## src/rtl/usb3_descramble.sv

```systemverilog
// USB 3.0 receive descrambler with SKP strip and 7-symbol repacking; 2-cycle latency.
// No backpressure: input is accepted every cycle; out_valid drops while fewer than 4 symbols are held.
module usb3_descramble #(
    parameter bit SKP_STRIP = 1'b1
) (
    input  logic        local_clk,
    input  logic        reset_n,
    input  logic        enable,
    input  logic [31:0] in_data,
    input  logic [3:0]  in_datak,
    input  logic        in_valid,
    output logic [31:0] out_data,
    output logic [3:0]  out_datak,
    output logic        out_valid,
    output logic [2:0]  skp_removed
);

    localparam logic [15:0] SEED    = 16'hFFFF;
    localparam logic [7:0]  SYM_COM = 8'hBC;
    localparam logic [7:0]  SYM_SKP = 8'h3C;

    // Galois form of x^16+x^5+x^4+x^3+1; key bits come out LSB first from lfsr[15]
    function automatic logic [7:0] lfsr_key(input logic [15:0] s);
        logic [15:0] t;
        logic [7:0]  k;
        t = s;
        k = 8'h00;
        for (int i = 0; i < 8; i++) begin
            k[i] = t[15];
            t = {t[14:0], 1'b0} ^ (t[15] ? 16'h0039 : 16'h0000);
        end
        return k;
    endfunction

    function automatic logic [15:0] lfsr_step(input logic [15:0] s);
        logic [15:0] t;
        t = s;
        for (int i = 0; i < 8; i++) begin
            t = {t[14:0], 1'b0} ^ (t[15] ? 16'h0039 : 16'h0000);
        end
        return t;
    endfunction

    logic [31:0] s1_data;
    logic [3:0]  s1_datak;
    logic        s1_valid;
    logic        s1_en;

    logic [15:0] lfsr;
    logic [15:0] lfsr_nxt;
    logic [7:0]  buf_dat [0:2];
    logic        buf_k   [0:2];
    logic [1:0]  buf_cnt;

    logic [7:0]  mrg_dat [0:7];
    logic        mrg_k   [0:7];
    logic [3:0]  fill;
    logic [2:0]  skp_cnt;
    logic        emit;

    always_comb begin
        logic [7:0] sym;
        logic [7:0] val;
        logic       symk;
        logic       keep;
        lfsr_nxt = lfsr;
        skp_cnt  = 3'd0;
        fill     = {2'b00, buf_cnt};
        sym      = 8'h00;
        val      = 8'h00;
        symk     = 1'b0;
        keep     = 1'b0;
        for (int i = 0; i < 8; i++) begin
            mrg_dat[i] = 8'h00;
            mrg_k[i]   = 1'b0;
        end
        for (int i = 0; i < 3; i++) begin
            mrg_dat[i] = buf_dat[i];
            mrg_k[i]   = buf_k[i];
        end
        // Lane 3 is oldest, so walk downwards to keep LFSR order equal to wire order
        for (int lane = 3; lane >= 0; lane--) begin
            sym  = s1_data[lane*8 +: 8];
            symk = s1_datak[lane];
            val  = sym;
            keep = 1'b0;
            if (s1_valid) begin
                if (symk && sym == SYM_COM) begin
                    keep     = 1'b1;
                    lfsr_nxt = SEED;
                end else if (symk && sym == SYM_SKP) begin
                    keep = !SKP_STRIP;
                    if (SKP_STRIP) begin
                        skp_cnt = skp_cnt + 3'd1;
                    end
                end else if (symk) begin
                    keep     = 1'b1;
                    lfsr_nxt = lfsr_step(lfsr_nxt);
                end else begin
                    keep     = 1'b1;
                    val      = sym ^ lfsr_key(lfsr_nxt);
                    lfsr_nxt = lfsr_step(lfsr_nxt);
                end
            end
            if (keep) begin
                mrg_dat[fill[2:0]] = val;
                mrg_k[fill[2:0]]   = symk;
                fill               = fill + 4'd1;
            end
        end
        emit = (fill >= 4'd4);
    end

    always_ff @(posedge local_clk) begin
        if (!reset_n) begin
            s1_data     <= 32'h0;
            s1_datak    <= 4'h0;
            s1_valid    <= 1'b0;
            s1_en       <= 1'b0;
            lfsr        <= SEED;
            buf_cnt     <= 2'd0;
            out_data    <= 32'h0;
            out_datak   <= 4'h0;
            out_valid   <= 1'b0;
            skp_removed <= 3'd0;
            for (int i = 0; i < 3; i++) begin
                buf_dat[i] <= 8'h00;
                buf_k[i]   <= 1'b0;
            end
        end else begin
            s1_data  <= in_data;
            s1_datak <= in_datak;
            s1_valid <= in_valid;
            s1_en    <= enable;
            if (!s1_en) begin
                out_data    <= s1_data;
                out_datak   <= s1_datak;
                out_valid   <= s1_valid;
                skp_removed <= 3'd0;
                lfsr        <= SEED;
                buf_cnt     <= 2'd0;
            end else begin
                lfsr        <= lfsr_nxt;
                out_valid   <= emit;
                skp_removed <= skp_cnt;
                if (emit) begin
                    out_data  <= {mrg_dat[0], mrg_dat[1], mrg_dat[2], mrg_dat[3]};
                    out_datak <= {mrg_k[0], mrg_k[1], mrg_k[2], mrg_k[3]};
                    buf_cnt   <= 2'(fill - 4'd4);
                    for (int i = 0; i < 3; i++) begin
                        buf_dat[i] <= mrg_dat[i+4];
                        buf_k[i]   <= mrg_k[i+4];
                    end
                end else begin
                    buf_cnt <= fill[1:0];
                    for (int i = 0; i < 3; i++) begin
                        buf_dat[i] <= mrg_dat[i];
                        buf_k[i]   <= mrg_k[i];
                    end
                end
            end
        end
    end

endmodule
```

## config.mk

```make
export PLATFORM = sky130hd
export DESIGN_NAME = usb3_descramble
export DESIGN_NICKNAME = d
export VERILOG_FILES = /design/src/rtl/usb3_descramble.sv
export SDC_FILE = /design/constraint.sdc
export NUM_CORES = 1
export LEC_CHECK = 0
export CAP_MARGIN = 40
export CELL_PAD_IN_SITES_DETAIL_PLACEMENT = 1
export CELL_PAD_IN_SITES_GLOBAL_PLACEMENT = 1
export CORE_ASPECT_RATIO = 0.9
export CORE_MARGIN = 8
export CORE_UTILIZATION = 45
export CTS_BUF_LIST = sky130_fd_sc_hd__clkbuf_16
export DETAILED_ROUTE_END_ITERATION = 8
export PLACE_DENSITY_LB_ADDON = 0.1
export SLEW_MARGIN = 10
export SYNTH_ARGS = -nofsm -noshare
export SYNTH_HDL_FRONTEND = slang
export SYNTH_SLANG_ARGS = --single-unit
export TNS_END_PERCENT = 5
```

## constraint.sdc

```tcl
create_clock -name local_clk -period 7.85 [get_ports local_clk]
set_clock_uncertainty 0.05 [all_clocks]
set_input_delay 1.57 -clock local_clk [delete_from_list [all_inputs] [get_ports local_clk]]
set_output_delay 1.57 -clock local_clk [all_outputs]
set_load 0.03 [all_outputs]
```

==> flow_summary.toml <==
[run_status]
outcome = "complete, no violations"

[grt]
antenna_found_initial = 0
grt_use_total = 0.334
overflow = 0
grt_pass1_vias = 10641
grt_max_degree = 68
grt_pass1_wl_um = 67400

[finish]
n_antenna_cell = 0
final_common_cell = "nor2_1"
nFillCells = 2582
drive_gt1_frac = 0.0742
design_area_sq_um = 11400
final_cell_mix = "nor2_1, nand2_1, dfxtp_1"
area_growth_pct = 16.2
fin_cells = 1572
nets = 1318

[setup_path]
cp.required_ns = 8.14
crit_type = "reg -> reg"
crit_slowest_cell = "and2_1"
startpoint = "s1_datak[3]"
ff2ff_path_depth = 18
max_stage_delay_ns = 0.78
r2r_start = "s1_datak[3]"
end_kind = "flip-flop"
worstPathMaxFanout = 25
cp-start-kind = "flip-flop"
crit_arrival_ns = 6.27
crit_chain = "and4b_4, a31oi_4, buf_4, mux2i_1, inv_1, ha_1, nor2_1, a21o_1, clkinv_1, ha_1, a21oi_1, o21ai_0, xnor2_1, nor2_1, a21oi_4, and2_1, nand2_1, a21boi_0"

[synth]
yosysWarnings = 0
synth_cell_types = 88
synth_edf_count = 27
ys_ff_latch = 123
synth-seq-area-share = 0.279
synth_cells = 1245
syn_avg_cell_area_sq_um = 7.88
syn_area_sq_um = 9810
synthArstFlopShare = 0
synth_flop_cell = "dfxtp_1"
syn_nets = 1295

[die]
die_h_um = 156
start_util = 0.456
ios = 80
die_w_um = 172
rows = 51
die_area_sq_um = 26800
core_sq_um = 21500

[placement]
numPortBuffers = 79
placed_area_sq_um = 10800
dp_cells = 1540
finalWeightedCongestion = 0.949
place_ws_ns = 2.10
dp_hpwl_um = 31700

[pwr]
ir_worst_vdd_uv = 131
p_leak_nw = 4.03
p_total_mw = 2.06
power_density_nw_per_um2 = 180

[min_path]
min_path_type = "reg -> reg"
min-delay-start = "out_data[5]"
whs_path_depth = 2

[routing]
num_vias = 10784
drc = 0
firstDrtPassIters = 8
postRouteAntennaNets = 0
drt_iter0_markers = 1475
routed_wl_um = 44500
avgRoutedWirePerCell_um = 28.3
vias_per_cell = 6.86

[clock_tree]
insertion_delay_ns = 0.44
cts_tree = "yes"
cts.repair.resized = 0
cts.sinks = 123
post_cts_buffers = 0
clockRootBuffer = "clkbuf_16"
cts_buffer_depth = 2
postCtsHoldBufs = 0
path_clk_slew_ns = 0.06
cts_made_buffers = 17
htree_num_levels = 4

[sta]
slew_headroom = 0.350
fin_crit_sh = 0.761
fin_tns_setup_ns = 0
tightestPinTransition_ns = 0.975
fin_ws_ns = 1.87
grt_setup_unrepaired = "no"
fmax_mhz = 167
final-setup-viol-count = 0
maxSlewViolCount = 0
finalWorstPathRequiredPeriod_ns = 5.98
hold_viol = 0

[job]
drv_cap = 0
[power by group]
group	switching (mW)	internal [mW]	total, mW
clock network	0.363	0.533	0.895
registers	0.0410	0.679	0.720
logic	0.281	0.161	0.443
total	0.685	1.37	2.06
[through the flow]
stage / utilization / hold WS (ns)
after global placement: 0.499 / 0.480
after detailed placement: 0.500 / 0.500
final: 0.530 / 0.509
after CTS: 0.530 / 0.516
after global routing: 0.530 / 0.546
after floorplan: - / 0.445
[cell type report]
type | instances | area [sq um] | share of cell area
Multi-Input combinational cell | 1002 | 6600 | 0.579
Sequential cell | 123 | 2740 | 0.240
Timing Repair Buffer | 102 | 976 | 0.0856
Clock buffer | 20 | 500 | 0.0439
Tap cell | 291 | 364 | 0.0319
Clock inverter | 12 | 145 | 0.0127
Inverter | 22 | 82.6 | 0.00724
[final timing paths]
path                   to  slack (ns)
max          out_data[13]        1.87
min           out_data[5]        0.51
max reg2reg  out_data[13]        1.87
min reg2reg   out_data[5]        0.51
[flip-flops by register name, summed over array words and instances (netlist names), 2 cells and up]
name and cells:
s1_data 32, buf_dat 24, skp_removed 3, buf_cnt 2, out_data 32, lfsr 16, s1_datak 4, buf_k 3
out_datak 4
[cells in the mapped netlist (19+ instances only)]
cell type | count | area (sq um)
nor2_1 | 146 | 548
nand2_1 | 120 | 450
dfxtp_1 | 96 | 1920
a21oi_1 | 74 | 370
xnor2_1 | 71 | 622
clkbuf_1 | 69 | 259
o21ai_0 | 56 | 280
and2_1 | 45 | 282
xor2_1 | 38 | 333
a211oi_1 | 35 | 263
o211ai_1 | 35 | 263
mux2i_1 | 32 | 320
o22ai_1 | 28 | 175
a31oi_1 | 27 | 169
edfxtp_1 | 27 | 811
nand3_1 | 25 | 125
o221ai_1 | 21 | 184
buf_2 | 19 | 95.1
inv_1 | 19 | 71.3
[critical path, delay by kind of cell, from the launching register on]
family | cells | cell delay, ns
AND/OR/NAND/NOR | 5 | 1.55
AO/OA/AOI/OAI | 6 | 1.27
XOR/XNOR | 1 | 0.74
buffers and inverters | 3 | 0.73
adder cells (fa/ha/maj) | 2 | 0.59
flip-flops | 1 | 0.46
multiplexers | 1 | 0.46
[per-layer routing]
metal / part of all wire / vias to the layer above / GRT usage
met1: 0.42 / 5242 / 0.461
li1: - / 4610 / -
met3: 0.12 / 145 / 0.0812
met4: 0.048 / 0 / 0.149
met2: 0.41 / 787 / 0.480
met5: 0 / - / 0
[cells by family after synthesis]
group	count (synthesis)	share of synthesized area
AO/OA/AOI/OAI	388	0.277
XOR/XNOR	119	0.118
adder cells (fa/ha/maj)	10	0.0128
buffers and inverters	120	0.0510
flip-flops	123	0.279
multiplexers	34	0.0349
AND/OR/NAND/NOR	451	0.228
Power figures use the tool's default switching activity.
